**src/rtl/regfile_req_ctrl.sv**
```systemverilog
// regfile_req_ctrl: request controller in front of the flip-flop register file.
// Commands arrive on a valid/ready stream and wait in a 2-entry FIFO. Each one
// becomes a single-cycle rf_wr/rf_rd strobe. The file's combinational dout/error
// is captured into a response register returned in command order.
//
// Ports:
//   clk, resetn                    clock, asynchronous active-low reset
//   cmd_valid/cmd_ready            command handshake (cmd_ready = FIFO not full)
//   cmd_wr, cmd_addr, cmd_data     command payload (1 = write)
//   rsp_valid/rsp_ready            response handshake
//   rsp_data, rsp_err              read data (0 for writes), captured error
//   rf_din, rf_addr, rf_wr, rf_rd  register file request, driven from FIFO head
//   rf_dout, rf_error              register file combinational outputs
//   err_cnt                        saturating count of erroring issues
//
// Build option: define RFC_ERR_CNT_EN to implement err_cnt; otherwise it is tied to 0.
module regfile_req_ctrl #(
    parameter int unsigned DATA_W = 8,
    parameter int unsigned ADDR_W = 3,
    parameter int unsigned CNT_W  = 8
) (
    input  logic              clk,
    input  logic              resetn,
    input  logic              cmd_valid,
    output logic              cmd_ready,
    input  logic              cmd_wr,
    input  logic [ADDR_W-1:0] cmd_addr,
    input  logic [DATA_W-1:0] cmd_data,
    output logic              rsp_valid,
    input  logic              rsp_ready,
    output logic [DATA_W-1:0] rsp_data,
    output logic              rsp_err,
    output logic [DATA_W-1:0] rf_din,
    output logic [ADDR_W-1:0] rf_addr,
    output logic              rf_wr,
    output logic              rf_rd,
    input  logic [DATA_W-1:0] rf_dout,
    input  logic              rf_error,
    output logic [CNT_W-1:0]  err_cnt
);

    typedef enum logic [1:0] {
        IDLE  = 2'd0,
        ISSUE = 2'd1,
        RESP  = 2'd2
    } state_t;

    state_t state;

    // Command FIFO storage, reset so the head never drives X onto rf_addr/rf_din
    logic [1:0]             fifo_wr;
    logic [1:0][ADDR_W-1:0] fifo_addr;
    logic [1:0][DATA_W-1:0] fifo_data;
    logic                   wr_ptr;
    logic                   rd_ptr;
    logic [1:0]             count;

    logic full;
    logic empty;
    logic push;
    logic pop;

    assign full  = (count == 2'd2);
    assign empty = (count == 2'd0);
    assign push  = cmd_valid && !full;
    assign pop   = (state == ISSUE);

    assign cmd_ready = !full;
    assign rsp_valid = (state == RESP);

    // Register file request from the FIFO head; strobes decode straight from state
    assign rf_addr = fifo_addr[rd_ptr];
    assign rf_din  = fifo_data[rd_ptr];
    assign rf_wr   = (state == ISSUE) && fifo_wr[rd_ptr];
    assign rf_rd   = (state == ISSUE) && !fifo_wr[rd_ptr];

    // FIFO pointers, occupancy and storage
    always_ff @(posedge clk or negedge resetn) begin
        if (!resetn) begin
            fifo_wr   <= '0;
            fifo_addr <= '0;
            fifo_data <= '0;
            wr_ptr    <= 1'b0;
            rd_ptr    <= 1'b0;
            count     <= 2'd0;
        end else begin
            if (push) begin
                fifo_wr[wr_ptr]   <= cmd_wr;
                fifo_addr[wr_ptr] <= cmd_addr;
                fifo_data[wr_ptr] <= cmd_data;
                wr_ptr            <= !wr_ptr;
            end
            if (pop) begin
                rd_ptr <= !rd_ptr;
            end
            case ({push, pop})
                2'b10:   count <= count + 2'd1;
                2'b01:   count <= count - 2'd1;
                default: count <= count;
            endcase
        end
    end

    // Sequencer and response register
    always_ff @(posedge clk or negedge resetn) begin
        if (!resetn) begin
            state    <= IDLE;
            rsp_data <= '0;
            rsp_err  <= 1'b0;
        end else begin
            case (state)
                IDLE: begin
                    if (!empty) begin
                        state <= ISSUE;
                    end
                end
                ISSUE: begin
                    rsp_data <= fifo_wr[rd_ptr] ? '0 : rf_dout;
                    rsp_err  <= rf_error;
                    state    <= RESP;
                end
                RESP: begin
                    // A command pushed during the handshake cycle is issued next
                    if (rsp_ready) begin
                        state <= (!empty || push) ? ISSUE : IDLE;
                    end
                end
                default: begin
                    state <= IDLE;
                end
            endcase
        end
    end

`ifdef RFC_ERR_CNT_EN
    logic [CNT_W-1:0] err_cnt_q;

    // Saturating count of issues that saw rf_error
    always_ff @(posedge clk or negedge resetn) begin
        if (!resetn) begin
            err_cnt_q <= '0;
        end else if ((state == ISSUE) && rf_error && (err_cnt_q != {CNT_W{1'b1}})) begin
            err_cnt_q <= err_cnt_q + CNT_W'(1);
        end
    end

    assign err_cnt = err_cnt_q;
`else
    assign err_cnt = '0;
`endif

endmodule
```
**config.mk**
```make
export PLATFORM = sky130hd
export DESIGN_NAME = regfile_req_ctrl
export DESIGN_NICKNAME = d
export VERILOG_FILES = /design/src/rtl/regfile_req_ctrl.sv
export SDC_FILE = /design/constraint.sdc
export NUM_CORES = 1
export LEC_CHECK = 0
export ABC_AREA = 1
export CAP_MARGIN = 20
export CORE_MARGIN = 3
export CORE_UTILIZATION = 35
export CTS_BUF_LIST = sky130_fd_sc_hd__clkbuf_4
export DETAILED_ROUTE_END_ITERATION = 16
export HOLD_SLACK_MARGIN = 0.15
export PLACE_DENSITY = 0.68
export SLEW_MARGIN = 30
export SYNTH_ARGS = -nofsm -noshare
export SYNTH_HDL_FRONTEND = slang
export SYNTH_SLANG_ARGS = --single-unit
export TNS_END_PERCENT = 1
```
**constraint.sdc**
```tcl
create_clock -name clk -period 1.77 [get_ports clk]
set_input_delay 0.177 -clock clk [delete_from_list [all_inputs] [get_ports clk]]
set_output_delay 0.177 -clock clk [all_outputs]
set_load 0.02 [all_outputs]
```
After elaboration in Yosys (flattened, before gate mapping)
Index checks and enable logic that the tools add are counted.
- add/sub/neg operators: 2
- $lt $le $gt $ge: 3
- equal/unequal tests: 7
- muxes and demuxes: 21
- reductions and logical operators: 14
- operators with widths (operator ; count):
    $mux 8 ; 4
    $bwmux 16 ; 1
    $mux 3 ; 3
    $demux 8 s1 ; 1
    $bwmux 6 ; 1
    $eq 2x2->1 const B ; 3
    $pmux 2 s3 ; 1
    $logic_not 1->1 ; 5
    $eq 2x1->1 const B ; 2
    $logic_and 1x1->1 ; 4
    $logic_not 2->1 ; 2
    $lt 1x2->1 const B ; 2
    $mux 1 ; 4
    $mux 2 ; 2
    $pmux 2 s2 ; 1
    $demux 3 s1 ; 1
    $add 2x1->2 const B ; 1
    $bwmux 2 ; 1
    $ne 2x1->1 const B ; 1
    $ne 2x2->1 const B ; 1
    $reduce_and 2->1 ; 1
    $reduce_bool 2->1 ; 1
    $sub 2x1->2 const B ; 1
    $demux 1 s1 ; 1
    2 further kinds ; 2
- flip-flop bits (word level): 39
- output and inout bits: 32

Logic depth before layout (Yosys ltp)
Gate-level depths: netlist of the first run.
- depth after elaboration: 7
- depth in mapped cells: 9

Least setup slack after synthesis of the first run
Ideal clock, no wire load.
- path kind: register to register
- start: register count[1]
- end: register count[1]
- arrival: 1.179 ns
- path slack: 0.474 ns
- cell stages (with the launch flop): 8
- buffers on the path: 0
- clock period less this slack: 1.296 ns
- path through: dfrtp_1 > nand2_8 > nand2_1 > ha_1 > inv_1 > nand3_1 > nand2_1 > nand2_1
- word-level cells in the longest chain between the ends: 5
- elaborated cells between the ends (all ways): 9
- those cells by class: add/sub (2); eq/ne (3); mux (1); reduce/logical (3)
- RTL lines (item ; line ; text):
    start: declaration ; 56 ; logic [1:0] count;
    start signal: assignment ; 97 ; 2'b10: count <= count + 2'd1;
    start signal: assignment ; 98 ; 2'b01: count <= count - 2'd1;
    start signal: assignment ; 99 ; default: count <= count;
    $eq 2x2->1 ; 63 ; assign full = (count == 2'd2);
    $logic_not 1->1 ; 65 ; assign push = cmd_valid && !full;
    $logic_and 1x1->1 ; 65 ;
    $eq 2x1->1 or $eq 2x2->1 (tied branches) ; 96 ; case ({push, pop})
    $pmux 2 s2 or $reduce_bool 2->1 (tied branches) ; n/a ;
Parallel ways exist; a longest one is shown, timed or not.
A chain may end at the register's enable or synchronous reset.

Worst setup path after layout of the first run
- start: register rd_ptr
- end: output rf_din[6]
- word-level cells in the longest chain between the ends: 2
- RTL lines (item ; line ; text):
    start: declaration ; 55 ; logic rd_ptr;
    start signal: assignment ; 94 ; rd_ptr <= !rd_ptr;
    $mux 8 (implied by the code) (2 in a row) ; 73 ; assign rf_din = fifo_data[rd_ptr];
    end: declaration ; 33 ; output logic [DATA_W-1:0] rf_din,
No other way between the ends. The select of a mux whose other input is x is not followed.

==> results.tsv, run 1 <==
metric	value	unit
Worst Setup Start Kind	register	
Mean Syn Cell Area	8.41	um2
first-pass GRT wire length	6.96	mm
PD cells	1810	nW/um2
sequential element share of the synthesized area	0.491	
input/output buffers	48	
Final HPWL DP	2.97	mm
layout cells sized above 1	0.142	
CP max stage cell	dfrtp_1	
max-slew violation count	0	
Die H	81.3	um
CP Capture Type	output port	
outcome	finished, final reports clean	
Synth area leaders	dfrtp_1 (49%), nand2_1 (19%), nand4_1 (7.9%), nand2_2 (6.0%), buf_4 (3.8%)	
FF-to-FF Start	state[1]$_DFFE_PN0P_	
area delta synth->final	29.2	%
Mapped Cells	236	
number of global-route vias before repair	1502	
area of the core	5300	um2
I/O pins	57	
VDD IR-drop max	780	uV
clock edge transition at the registers on the reported setup and hold paths	110	ps
placed instance area	2490	um2
max cap viols	0	
DRC errors left	0	
CP peak stage delay	430	ps
CP arrival	1500	ps
Int Pwr	0.00259	W
clock skew	8.61	ps
Yosys top cell area share	0.491	
Final ANT Viol Nets	0	
ANT cells	0	
Worst path most repeated cell	nand2_1	
hold depth	3	
CTS Root Cell	clkbuf_4	
initial antenna violation count	0	
clock sink count	39	
Non-Filler Instances	358	
Comb pwr share	0.526	
final setup violation count	0	
DRT iter0 DRCs	101	
final wirelength	4.21	mm
Worst-Skew Late Latency	330	ps
R2R setup slack	340	ps
fin crit share	0.946	
hold path start	rf_error	
fmax	597	MHz
most common cell after layout, fill and taps aside	nand2_1	
via count	1622	
CTS tree	built	
Overall Global Routing Usage	0.135	
drt first pass iters	4	
initial core utilization	0.374	
WS Path Type	register to output port	
die width	81.3	um
count of cell types in the netlist	20	
CTS Buffer Depth	2	
Post-Synthesis Cell Area	1990	um2
WP buf/inv	3	
Fin Setup TNS	0	ps
R2R Path End	count[1]$_DFFE_PN0P_	
Hold Path Class	input pin to register	
YS warnings	0	
CP cell instances	inv_1, buf_12, nand2_1, nand2_1, dlygate4sd2_1	
Top delay family on crit path	buffers and inverters	
placed cells	349	
CTS Buf Count	5	
minimum clock period	1680	ps
Min-Delay Endpoint	rsp_err$_DFFE_PN0P_	
H-Tree Depth	2	
Synth area leader	dfrtp_1	
Die Area	6610	um2
sequential power share	0.350	
critical path required time	1590	ps
commonest non-fill, non-tap cells in the layout	nand2_1 (98), dfrtp_1 (39), clkdlybuf4s50_1 (32)	
routability congestion estimate	0.745	
grt total ovfl	0	
Sw Pwr	0.00206	W
worst r2r path cells	8	
Via density	4.53	
Rows	26	
Layout Nets	313	
Net Sw Frac	0.442	
Final Hold Viols	0	
Critical Path Fanout Max	11	
fin area	2570	um2
Seq cells post-synth	39	
clock network fraction of design power	0.123	
largest net degree at the start of global routing	40	
RSZ-0062 raised after global routing	no	
leakage	1.35	nW
wire per inst	11.8	um
-- worst register-to-register path, delay by kind of cell (launching register included) --
| family | cells | cell delay, ps |
|---|---|---|
| adder cells (fa/ha/maj) | 1 | 280 |
| buffers and inverters | 3 | 360 |
| flip-flops | 1 | 390 |
| AND/OR/NAND/NOR | 4 | 310 |
-- metal layers --
layer | share of wire | vias to the layer above | track usage
met2 | 0.45 | 60 | 0.204
met4 | 0.0055 | 0 | 0.0405
met5 | 0 | - | 0
met1 | 0.46 | 716 | 0.182
li1 | - | 844 | -
met3 | 0.087 | 2 | 0.0432
-- kinds of logic after synthesis --
group	count (synthesis)	share of synthesized area
flip-flops	39	0.491
AO/OA/AOI/OAI	1	0.00252
adder cells (fa/ha/maj)	1	0.00630
XOR/XNOR	2	0.00882
buffers and inverters	32	0.103
AND/OR/NAND/NOR	160	0.386
other	1	0.00189
-- cells in the mapped netlist, drive strengths merged --
| cell type | count |
|---|---|
| clkbuf | 1 |
| ha | 1 |
| nand3 | 11 |
| a21oi | 1 |
| buf | 19 |
| nand4 | 25 |
| xnor2 | 1 |
| inv | 12 |
| conb | 1 |
| nand2 | 118 |
| nor2 | 6 |
| dfrtp | 39 |
| xor2 | 1 |
-- repair_timing --
item	CTS	global route
resized for setup	13	5
hold buffers	1	0
hold endpoints to repair	39	0
setup buffers	0	0
endpoints found under the setup margin	13	5
-- flip-flops by register name (all words and copies together) (netlist names) --
register   flops
rd_ptr         1
fifo_wr        2
state          2
fifo_addr      6
rsp_err        1
fifo_data     16
count          2
rsp_data       8
wr_ptr         1
-- cell type report --
cell class,count,area [um2]
clock buffers,5,37.5
clock inverters,3,38.8
fillers,531,2740
inverters,12,45.0
multi-input cells,172,831
flip-flops and latches,39,976
well taps,70,87.6
repair buffers,57,551
-- metrics by stage --
step	hold WS [ps]	setup WS (ps)	util	total power [W]
2_1_floorplan	-119	474	-	0.00332
3_3_place_gp	263	212	0.469	0.00423
3_5_place_dp	263	182	0.469	0.00428
4_1_cts	370	6.28	0.482	0.00472
5_1_grt	381	10.4	0.484	0.00505
6_report	382	94.7	0.484	0.00465
-- power by group through the flow --
| stage | logic, W | clock network [W] | registers, W |
|---|---|---|---|
| 3_5_place_dp | 0.00263 | 0 | 0.00164 |
| 4_1_cts | 0.00249 | 0.000594 | 0.00163 |
| 5_1_grt | 0.00273 | 0.000635 | 0.00169 |
| 3_3_place_gp | 0.00259 | 0 | 0.00164 |
| 2_1_floorplan | 0.00164 | 0 | 0.00168 |
| 6_report | 0.00245 | 0.000572 | 0.00163 |
-- worst max path at each step --
stage,startpoint,end,slack (ps),depth (start not counted)
after global placement,rd_ptr$_DFFE_PN0P_,rf_din[0],210,5
after detailed placement,rd_ptr$_DFFE_PN0P_,rf_din[0],180,5
after CTS,state[0]$_DFFE_PN0P_,rsp_valid,6,2
after floorplan,count[1]$_DFFE_PN0P_,count[1]$_DFFE_PN0P_,470,7
final,rd_ptr$_DFFE_PN0P_,rf_din[6],90,5
after global routing,rd_ptr$_DFFE_PN0P_,rf_din[7],10,5
Power figures use the tool's default switching activity.
==> run 2: changes to the inputs <==
--- a/config.mk
+++ b/config.mk
@@ -11,8 +11,9 @@
 export CORE_UTILIZATION = 35
 export CTS_BUF_LIST = sky130_fd_sc_hd__clkbuf_4
 export DETAILED_ROUTE_END_ITERATION = 16
+export DONT_BUFFER_PORTS = 1
 export HOLD_SLACK_MARGIN = 0.15
-export PLACE_DENSITY = 0.68
+export PLACE_DENSITY = 0.55
 export SLEW_MARGIN = 30
 export SYNTH_ARGS = -nofsm -noshare
 export SYNTH_HDL_FRONTEND = slang
==> results.tsv, run 2 (same netlist as run 1, synthesis figures left out) <==
metric	value	unit
outcome	finished, final reports clean	
wire per inst	13.7	um
area of the core	5300	um2
final wirelength	4.70	mm
number of global-route vias before repair	1696	
CTS Buffer Depth	2	
largest net degree at the start of global routing	40	
Die Area	6610	um2
CTS Root Cell	clkbuf_4	
max cap viols	0	
clock skew	9.64	ps
Overall Global Routing Usage	0.158	
DRT iter0 DRCs	65	
Worst-Margin Slew	691	ps
leakage	1.23	nW
critical path required time	2010	ps
Setup Buffers After CTS	0	
CTS tree	built	
PD cells	1730	nW/um2
grt total ovfl	0	
WS Path Type	register to register	
first-pass GRT wire length	8.02	mm
Critical Path Fanout Max	15	
Rows	26	
Worst-Skew Late Latency	330	ps
Worst Setup SP	count[0]$_DFFE_PN0P_	
DRC errors left	0	
hold path start	cmd_valid	
Slew HR	0.539	
Setup WS pre-CTS	353	ps
routability congestion estimate	0.715	
Via density	4.74	
Final HPWL DP	2.95	mm
ANT cells	0	
drt first pass iters	4	
area delta synth->final	21.7	%
Die H	81.3	um
H-Tree Depth	2	
input/output buffers	0	
via count	1620	
most flop-heavy register	fifo_data	
Hold Path Class	input pin to register	
Worst Setup Start Kind	register	
fin crit share	0.921	
CTS Buf Count	5	
max FFs per register	16	
minimum clock period	1630	ps
most common cell after layout, fill and taps aside	nand2_1	
FF-to-FF Start	count[0]$_DFFE_PN0P_	
VDD IR-drop max	976	uV
initial core utilization	0.374	
CP arrival	1870	ps
initial antenna violation count	0	
I/O pins	57	
fillers	522	
max-slew violation count	0	
RSZ-0062 raised after global routing	no	
Fin Setup TNS	0	ps
Final ANT Viol Nets	0	
clock sink count	39	
fmax	613	MHz
layout cells sized above 1	0.151	
final setup violation count	0	
die width	81.3	um
Final Hold Viols	0	
final worst setup slack	140	ps
commonest non-fill, non-tap cells in the layout	nand2_1 (97), dfrtp_1 (38), dlygate4sd3_1 (34)	
clock edge transition at the registers on the reported setup and hold paths	110	ps
top flop regs	fifo_data (16), rsp_data (8), fifo_addr (6)	
CP Capture Type	register	
Layout Nets	299	
run 2: cell count changes in the layout (fill, tap and decap cells not counted), moves of 2 or more:
cell,previous run,this run
clkdlybuf4s15_1,3,0
clkdlybuf4s50_1,32,0
dlygate4sd2_1,10,0
dlygate4sd3_1,1,34
dlymetal6s2s_1,2,0
run 2: timing repair:
action | 4_1_cts | 5_1_grt
hold buffers | 36 | 0
endpoints found under the hold margin | 75 | 0
endpoints found under the setup margin | 0 | 8
resized for setup | 0 | 4
run 2: final cells by class:
type	count	area, um2	area share
flip-flops and latches	39	977	0.404
well taps	70	87.6	0.0362
repair buffers	43	429	0.178
clock buffers	6	45.0	0.0186
inverters	12	45.0	0.0186
multi-input cells	172	833	0.345
run 2: path summary, 6_finish.rpt:
path | end | slack [ps] | depth (start not counted)
max in group asynchronous | rd_ptr$_DFFE_PN0P_ | 1250 | 2
min in group asynchronous | fifo_data[11]$_DFFE_PN0P_ | 300 | 2
min | fifo_data[13]$_DFFE_PN0P_ | 160 | 3
max reg2reg | fifo_addr[5]$_DFFE_PN0P_ | 140 | 6
min reg2reg | fifo_data[3]$_DFFE_PN0P_ | 490 | 2
max | fifo_addr[5]$_DFFE_PN0P_ | 140 | 6
run 2: worst max-delay path: stages (launching register included):
cell and delay (ps):
dfrtp_1 450, inv_2 120, nand2_8 100, buf_6 190, nand4_1 80, dlygate4sd3_1 550, nand2_1 50
run 2: per-layer routing:
metal / up-vias / global-route usage / wire length (um)
li1: 808 / - / -
met5: - / 0 / 0
met2: 57 / 0.272 / 2300
met1: 748 / 0.192 / 2020
met4: 0 / 0.0456 / 57
met3: 7 / 0.0421 / 312
run 2: where the power goes:
| part | internal, W | switching [W] |
|---|---|---|
| Sequential | 0.00131 | 0.000421 |
| Clock | 0.000157 | 0.000270 |
| Combinational | 0.000686 | 0.00134 |
run 2: per-stage QoR:
stage	total power, W	hold WS (ps)	instance area, um2	cells	util
after floorplan	0.00332	-119	2010	243	-
after global placement	0.00362	-117	1990	300	0.376
after detailed placement	0.00365	-117	1990	300	0.376
after CTS	0.00422	155	2410	342	0.454
after global routing	0.00460	157	2420	342	0.456
final	0.00419	162	2420	342	0.456
==> run 3: changes to the inputs <==
--- a/config.mk
+++ b/config.mk
@@ -10,10 +10,12 @@
 export CORE_MARGIN = 3
 export CORE_UTILIZATION = 35
 export CTS_BUF_LIST = sky130_fd_sc_hd__clkbuf_4
+export CTS_CLUSTER_DIAMETER = 150
 export DETAILED_ROUTE_END_ITERATION = 16
 export DONT_BUFFER_PORTS = 1
 export HOLD_SLACK_MARGIN = 0.15
 export PLACE_DENSITY = 0.55
+export REMOVE_ABC_BUFFERS = 1
 export SLEW_MARGIN = 30
 export SYNTH_ARGS = -nofsm -noshare
 export SYNTH_HDL_FRONTEND = slang
==> results.tsv, run 3 (same netlist as run 1, synthesis figures left out) <==
metric	value	unit
CTS Buffer Depth	2	
most flop-heavy register	fifo_data	
Comb pwr share	0.491	
outcome	finished, final reports clean	
clock sink count	39	
CTS Buf Count	5	
most common cell after layout, fill and taps aside	nand2_1	
Sw Pwr	0.00203	W
RSZ-0062 raised after global routing	no	
largest net degree at the start of global routing	40	
layout cells sized above 1	0.144	
VDD IR-drop max	576	uV
Worst-Margin Slew	780	ps
PD cells	1740	nW/um2
clock edge transition at the registers on the reported setup and hold paths	110	ps
via count	1658	
Via density	4.88	
CP endpoint	fifo_data[4]$_DFFE_PN0P_	
Critical Path Fanout Max	15	
die width	81.3	um
grt total ovfl	0	
DRC errors left	0	
max-slew violation count	0	
sequential power share	0.408	
critical path required time	2010	ps
DRT iter0 DRCs	103	
Final HPWL DP	2.95	mm
CTS Root Cell	clkbuf_4	
Hold WS	277	ps
FF-to-FF Start	count[0]$_DFFE_PN0P_	
CP arrival	1880	ps
wire per inst	13.9	um
R2R Path End	fifo_data[4]$_DFFE_PN0P_	
clock skew	13.5	ps
max cap viols	0	
CP Capture Type	register	
worst r2r path cells	6	
Setup Buffers After CTS	0	
final setup violation count	0	
fin crit share	0.923	
R2R setup slack	140	ps
Die H	81.3	um
final wirelength	4.72	mm
Slew HR	0.480	
I/O pins	57	
Worst-Skew Late Latency	340	ps
drt first pass iters	4	
Final ANT Viol Nets	0	
area of the core	5300	um2
Overall Global Routing Usage	0.153	
minimum clock period	1630	ps
Die Area	6610	um2
area delta synth->final	20.5	%
input/output buffers	0	
clock network fraction of design power	0.102	
WS Path Type	register to register	
Worst Setup Start Kind	register	
number of global-route vias before repair	1617	
fmax	612	MHz
CTS tree	built	
Final Hold Viols	0	
first-pass GRT wire length	7.68	mm
Layout Nets	297	
routability congestion estimate	0.739	
post-layout util	0.451	
initial core utilization	0.374	
ANT cells	0	
top flop regs	fifo_data (16), rsp_data (8), fifo_addr (6)	
leakage	1.23	nW
Int Pwr	0.00214	W
Rows	26	
Worst Setup SP	count[0]$_DFFE_PN0P_	
Hold Path Class	input pin to asynchronous set/reset pin	
Fin Setup TNS	0	ps
H-Tree Depth	2	
max FFs per register	16	
commonest non-fill, non-tap cells in the layout	nand2_1 (98), dfrtp_1 (39), dlygate4sd3_1 (32)	
initial antenna violation count	0	
Net Sw Frac	0.487	
## run 3: changes by cell type in the layout (fill, tap and decap cells not counted), sizes merged
cell         delta
dlygate4sd3     -2
## run 3: cell type report
cell class,count,area (um2)
Tap cell,70,87.6
Sequential cell,39,976
Fill cell,542,2910
Inverter,12,45.0
Clock buffer,6,45.0
Multi-Input combinational cell,172,831
Timing Repair Buffer,41,409
## run 3: routing by layer
| layer | up-vias | track usage | wire (um) |
|---|---|---|---|
| li1 | 806 | - | - |
| met2 | 47 | 0.252 | 2320 |
| met4 | 0 | 0.0507 | 53 |
| met5 | - | 0 | 0 |
| met1 | 800 | 0.195 | 2050 |
| met3 | 5 | 0.0388 | 299 |
## run 3: worst min-delay path by stage
stage	from	to	slack (ps)	cells past startpoint
detailed placement	resetn	fifo_data[14]$_DFFE_PN0P_	-120	0
global route	resetn	fifo_addr[3]$_DFFE_PN0P_	280	2
finish	resetn	fifo_data[14]$_DFFE_PN0P_	280	2
floorplan	resetn	count[0]$_DFFE_PN0P_	-120	0
global placement	resetn	fifo_data[14]$_DFFE_PN0P_	-120	0
CTS	resetn	fifo_data[14]$_DFFE_PN0P_	270	2
## run 3: repair_timing
| item | in CTS | in global routing |
|---|---|---|
| gates resized for setup | 0 | 2 |
| hold buffers | 34 | 0 |
| endpoints found under the hold margin | 75 | 0 |
| setup endpoints to repair | 0 | 6 |
## run 3: through the flow
stage               cells  instance area, um2  setup WS, ps  power, W
detailed placement    300                1990           314   0.00366
global placement      300                1990           364   0.00362
global route          340                2390          45.0   0.00455
floorplan             223                1850           308   0.00314
CTS                   340                2390          4.98   0.00423
finish                340                2390           137   0.00417
## run 3: power by group through the flow
stage                     clock network, W  registers, W  logic [W]
final                             0.000424       0.00170    0.00205
after floorplan                          0       0.00172    0.00142
after detailed placement                 0       0.00172    0.00194
after global routing              0.000489       0.00175    0.00232
after CTS                         0.000451       0.00170    0.00207
after global placement                   0       0.00171    0.00191
## run 3: critical path, stage by stage, from the launching register on
cell           delay [ps]
dfrtp_1               430
inv_2                 120
nand2_8               130
buf_6                 190
nand4_1                70
dlygate4sd3_1         560
nand2_1                50
